$ cat config.mk
export PLATFORM = sky130hd
export DESIGN_NAME = sram_rr_arbiter
export DESIGN_NICKNAME = d
export VERILOG_FILES = /design/src/rtl/sram_rr_arbiter.sv
export SDC_FILE = /design/constraint.sdc
export NUM_CORES = 1
export LEC_CHECK = 0
export CAP_MARGIN = 5
export CORE_MARGIN = 5
export CORE_UTILIZATION = 25
export CTS_BUF_LIST = sky130_fd_sc_hd__clkbuf_8
export CTS_CLUSTER_SIZE = 28
export DETAILED_ROUTE_END_ITERATION = 8
export PLACE_DENSITY = 0.52
export SETUP_SLACK_MARGIN = 0.1
export SKIP_LAST_GASP = 1
export SLEW_MARGIN = 20
export SYNTH_ARGS = -nofsm -noshare
export SYNTH_HDL_FRONTEND = slang
export SYNTH_SLANG_ARGS = --single-unit
$ cat constraint.sdc
create_clock -name clk -period 2.7 [get_ports clk]
set_input_delay 0.54 -clock clk [delete_from_list [all_inputs] [get_ports clk]]
set_output_delay 0.54 -clock clk [all_outputs]
set_load 0.01 [all_outputs]
$ cat src/rtl/sram_rr_arbiter.sv
// Two-requester sequencer in front of one single-port synchronous RAM; round-robin by default.
// Define SRAM_ARB_FIXED_PRIO_EN to make requester A always win simultaneous requests.
module sram_rr_arbiter #(
    parameter int unsigned DW     = 8,
    parameter int unsigned AW     = 4,
    parameter int unsigned RD_LAT = 1
) (
    input  logic          clk,
    input  logic          rst,
    input  logic          req_a,
    input  logic          we_a,
    input  logic [AW-1:0] addr_a,
    input  logic [DW-1:0] wdata_a,
    output logic          ack_a,
    input  logic          req_b,
    input  logic          we_b,
    input  logic [AW-1:0] addr_b,
    input  logic [DW-1:0] wdata_b,
    output logic          ack_b,
    output logic [DW-1:0] rdata,
    output logic          ram_en,
    output logic [AW-1:0] ram_addr,
    output logic [DW-1:0] ram_din,
    input  logic [DW-1:0] ram_dout,
    output logic          busy
);

    localparam int unsigned CW = 3;
    localparam logic [CW-1:0] LAT_LOAD = CW'(RD_LAT);
    localparam logic [CW-1:0] CNT_LAST = CW'(1);

    typedef enum logic [1:0] {
        IDLE  = 2'd0,
        ISSUE = 2'd1,
        WAIT  = 2'd2,
        RESP  = 2'd3
    } state_t;

    state_t        state, state_d;
    logic          last_gnt, last_gnt_d;   // 1: B was granted last
    logic          gnt_b, gnt_b_d;
    logic          tx_we, tx_we_d;
    logic [CW-1:0] cnt, cnt_d;

    logic          ack_a_d, ack_b_d, ram_en_d, busy_d;
    logic [AW-1:0] ram_addr_d;
    logic [DW-1:0] ram_din_d, rdata_d;
    logic          pick_b_c;

    // Winner selection when both requesters may be asking in IDLE
`ifdef SRAM_ARB_FIXED_PRIO_EN
    assign pick_b_c = req_b & ~req_a;
`else
    assign pick_b_c = req_b & (~req_a | ~last_gnt);
`endif

    // Next-state and next-output logic
    always_comb begin
        state_d    = state;
        last_gnt_d = last_gnt;
        gnt_b_d    = gnt_b;
        tx_we_d    = tx_we;
        cnt_d      = cnt;
        ack_a_d    = 1'b0;
        ack_b_d    = 1'b0;
        ram_en_d   = 1'b0;
        ram_addr_d = ram_addr;
        ram_din_d  = ram_din;
        rdata_d    = rdata;

        case (state)
            IDLE: begin
                if (req_a || req_b) begin
                    gnt_b_d    = pick_b_c;
                    last_gnt_d = pick_b_c;
                    tx_we_d    = pick_b_c ? we_b    : we_a;
                    ram_addr_d = pick_b_c ? addr_b  : addr_a;
                    ram_din_d  = pick_b_c ? wdata_b : wdata_a;
                    ram_en_d   = tx_we_d;
                    state_d    = ISSUE;
                end
            end
            ISSUE: begin
                if (tx_we) begin
                    ack_a_d = ~gnt_b;
                    ack_b_d = gnt_b;
                    state_d = RESP;
                end else begin
                    cnt_d   = LAT_LOAD;
                    state_d = WAIT;
                end
            end
            WAIT: begin
                // Address stays on the bus until the read data has been captured
                if (cnt == CNT_LAST) begin
                    rdata_d = ram_dout;
                    ack_a_d = ~gnt_b;
                    ack_b_d = gnt_b;
                    state_d = RESP;
                end else begin
                    cnt_d = cnt - CNT_LAST;
                end
            end
            RESP: begin
                state_d = IDLE;
            end
            default: begin
                state_d = IDLE;
            end
        endcase

        busy_d = (state_d != IDLE);
    end

    // State and registered outputs
    always_ff @(posedge clk or posedge rst) begin
        if (rst) begin
            state    <= IDLE;
            last_gnt <= 1'b1;
            gnt_b    <= 1'b0;
            tx_we    <= 1'b0;
            cnt      <= '0;
            ack_a    <= 1'b0;
            ack_b    <= 1'b0;
            ram_en   <= 1'b0;
            ram_addr <= '0;
            ram_din  <= '0;
            rdata    <= '0;
            busy     <= 1'b0;
        end else begin
            state    <= state_d;
            last_gnt <= last_gnt_d;
            gnt_b    <= gnt_b_d;
            tx_we    <= tx_we_d;
            cnt      <= cnt_d;
            ack_a    <= ack_a_d;
            ack_b    <= ack_b_d;
            ram_en   <= ram_en_d;
            ram_addr <= ram_addr_d;
            ram_din  <= ram_din_d;
            rdata    <= rdata_d;
            busy     <= busy_d;
        end
    end

endmodule
==> qor.txt <==
Final setup fails -> 0
Die footprint -> 7548 sq um
Bufs and invs on worst path -> 1
Worst Path Max Fanout -> 10
Setup TNS -> 0 ps
YS warnings -> 0
Max Slew Vio Count -> 0
RSZ-0062 raised after global routing -> false
Post-CTS resize count -> 0
Initial antenna violation count -> 0
Gr usage total -> 10.33%
Netlist cell types -> 33
CP Class -> reg2reg
CP top delay family -> simple AND/OR/NAND/NOR gates
Syn-to-layout area delta -> 55.21%
Num CTS Buffers -> 5
Crit-path cells -> inv_1 -> ha_1 -> nand3b_1 -> a211oi_1 -> or2_2
Share of post-route cells with drive strength above 1 -> 11.00%
Max Root-Sink Buffers -> 2
Die width -> 86.88 um
Post-route minimum period -> 1813 ps
WL final -> 3747 um
Max-cap violations -> 0
Post-DP HPWL -> 2694 um
Synth top area share -> 52.50%
Syn_area_per_cell -> 10.26 sq um
Peak VDD IR -> 0.4332 mV
Rel. slew slack -> 58.96%
Starting Density -> 25.26%
Register bit total from synthesis -> 32
Critical path arrival -> 2050 ps
Port Buf Inserts -> 61
Async SR Flop Fraction -> 100.0%
Slew @ Worst Pin -> 612.1 ps
Crit Reg-Reg Endpoint -> busy
Row count -> 28
Leakage -> 0.9917 nW
Number of global-route vias before repair -> 1306
Setup Buffers After CTS -> 0
Final ANT Viol Nets -> 0
Hold Crit Class -> reg2reg
FMAX -> 551.6 MHz
ANT cells -> 0
Wire per inst -> 13.19 um
H-tree depth -> 2
DIE HEIGHT -> 86.88 um
Layout Cells excl Fill -> 284
Reg2reg setup slack -> 890 ps
Via count -> 1260
Post-synth top cells -> dfrtp_1 (31), a21oi_1 (28), nand2_1 (16)
Starting DRT DRC Count -> 45
GP Congestion -> 0.7421
WHS Path Cells -> 1
Placed cell count -> 276
Crit path capture type -> flip-flop
CTS tree -> built
Worst R2R Path Depth -> 5
Clock Sinks -> 32
Final worst clock skew -> 8.108 ps
Worst skew pair latency -> 290 ps
Core area -> 5851 sq um
Clk slew on worst S/H paths -> 70 ps
Gr ovfl total -> 0
Primary FF master, synth -> dfrtp_1
DRC Markers -> 0
CTS root buffer -> clkbuf_8
CP Data Required Time -> 2930 ps
Hold buffers post-CTS -> 0
Largest net degree at the start of global routing -> 33
Number of synthesized flops with an enable pin -> 0
Syn nets -> 187
CP peak stage delay -> 410 ps
Pwr/cell area -> 1067 nW/um^2
Final worst path period share -> 67.14%
Hold Worst Slack -> 503.8 ps
RR Startpoint -> state[0]
Top Ports -> 62
Crit path max-delay cell type -> dfrtp_1
Cell count after synthesis -> 144
Worst setup SP type -> flip-flop
First-pass GRT wire length -> 6099 um
Hold Path End -> rdata[2]
Cell taking the most area after synthesis -> dfrtp_1
Synth area leaders -> dfrtp_1 (52%), a21oi_1 (9.5%), mux2_2 (6.1%)
Hold_sp -> rdata[2]
First-pass DRT Iterations -> 5
Final #Nets -> 251
Seq/Total Area, Yosys -> 54.28%
Top-count cell post-synth -> dfrtp_1
Vias/cell -> 4.437
Mapped cell area -> 1478 sq um
Final Hold Fails -> 0
Status -> finished, final reports clean
-- kinds of logic (layout without fill, tap and decap cells) --
group	Yosys count	in the layout	share of synthesized area, %
AO/OA/AOI/OAI	41	41	16.60
adder cells (fa/ha/maj)	5	5	4.234
buffers and inverters	12	77	3.556
flip-flops	32	32	54.28
multiplexers	9	9	6.774
AND/OR/NAND/NOR	45	45	14.57
-- flip-flops by register name (all words and copies together) (netlist names), 2 cells and up --
name and flops:
state 2, cnt 3, ram_din 8, ram_addr 4, rdata 8
-- area by class of cell --
class                      instances  area [sq um]
fill                             584          3557
tap                               75         93.84
multi-input combinational        100         623.1
timing repair buffer              63         625.6
sequential                        32         802.0
inverter                           6         22.52
clock inverter                     1         30.03
clock buffer                       7         96.34
-- routing by layer --
metal  track usage [%]  vias to the layer above  part of all wire (%)
li1                  -                      629                     -
met1             13.07                      585                    44
met2             15.39                       38                    45
met3             4.730                        8                   9.2
met4             3.824                        0                   1.5
met5                 0                        -                     0
-- through the flow --
| stage | total power, mW | area, sq um | setup WS, ps | utilization, % |
|---|---|---|---|---|
| final | 2.446 | 2293 | 887.2 | 39.20 |
| after global routing | 2.649 | 2293 | 562.1 | 39.20 |
| after CTS | 2.494 | 2293 | 826.1 | 39.20 |
| after detailed placement | 1.969 | 2167 | 625.9 | 37.04 |
| after global placement | 1.969 | 2167 | 627.2 | 37.04 |
| after floorplan | 1.431 | 1478 | 1158 | - |
-- cell usage in the layout (no fill, tap or decap), drive strengths merged, types with 2 or more instances in the layout --
cell type,n
clkdlybuf4s50,61
dfrtp,31
a21oi,28
nand2,16
nor2,15
mux2,8
clkbuf,7
inv,6
ha,5
a211oi,3
or2,2
nor4b,2
buf,2
o21ai,2
-- power by group --
part | switching (mW) | internal, mW | total (mW)
clock | 0.180 | 0.326 | 0.506
sequential | 0.119 | 0.704 | 0.823
combinational | 0.506 | 0.611 | 1.12
-- worst max-delay path by stage --
| stage | start | cells past startpoint | slack [ps] | to |
|---|---|---|---|---|
| final | state[0] | 5 | 890 | busy |
| after detailed placement | req_b | 4 | 630 | ram_addr[0] |
| after CTS | state[0] | 5 | 830 | busy |
| after global placement | req_b | 4 | 630 | ram_din[3] |
| after global routing | state[0] | 5 | 560 | busy |
| after floorplan | cnt[1] | 5 | 1160 | cnt[1] |
Power figures use the tool's default switching activity.
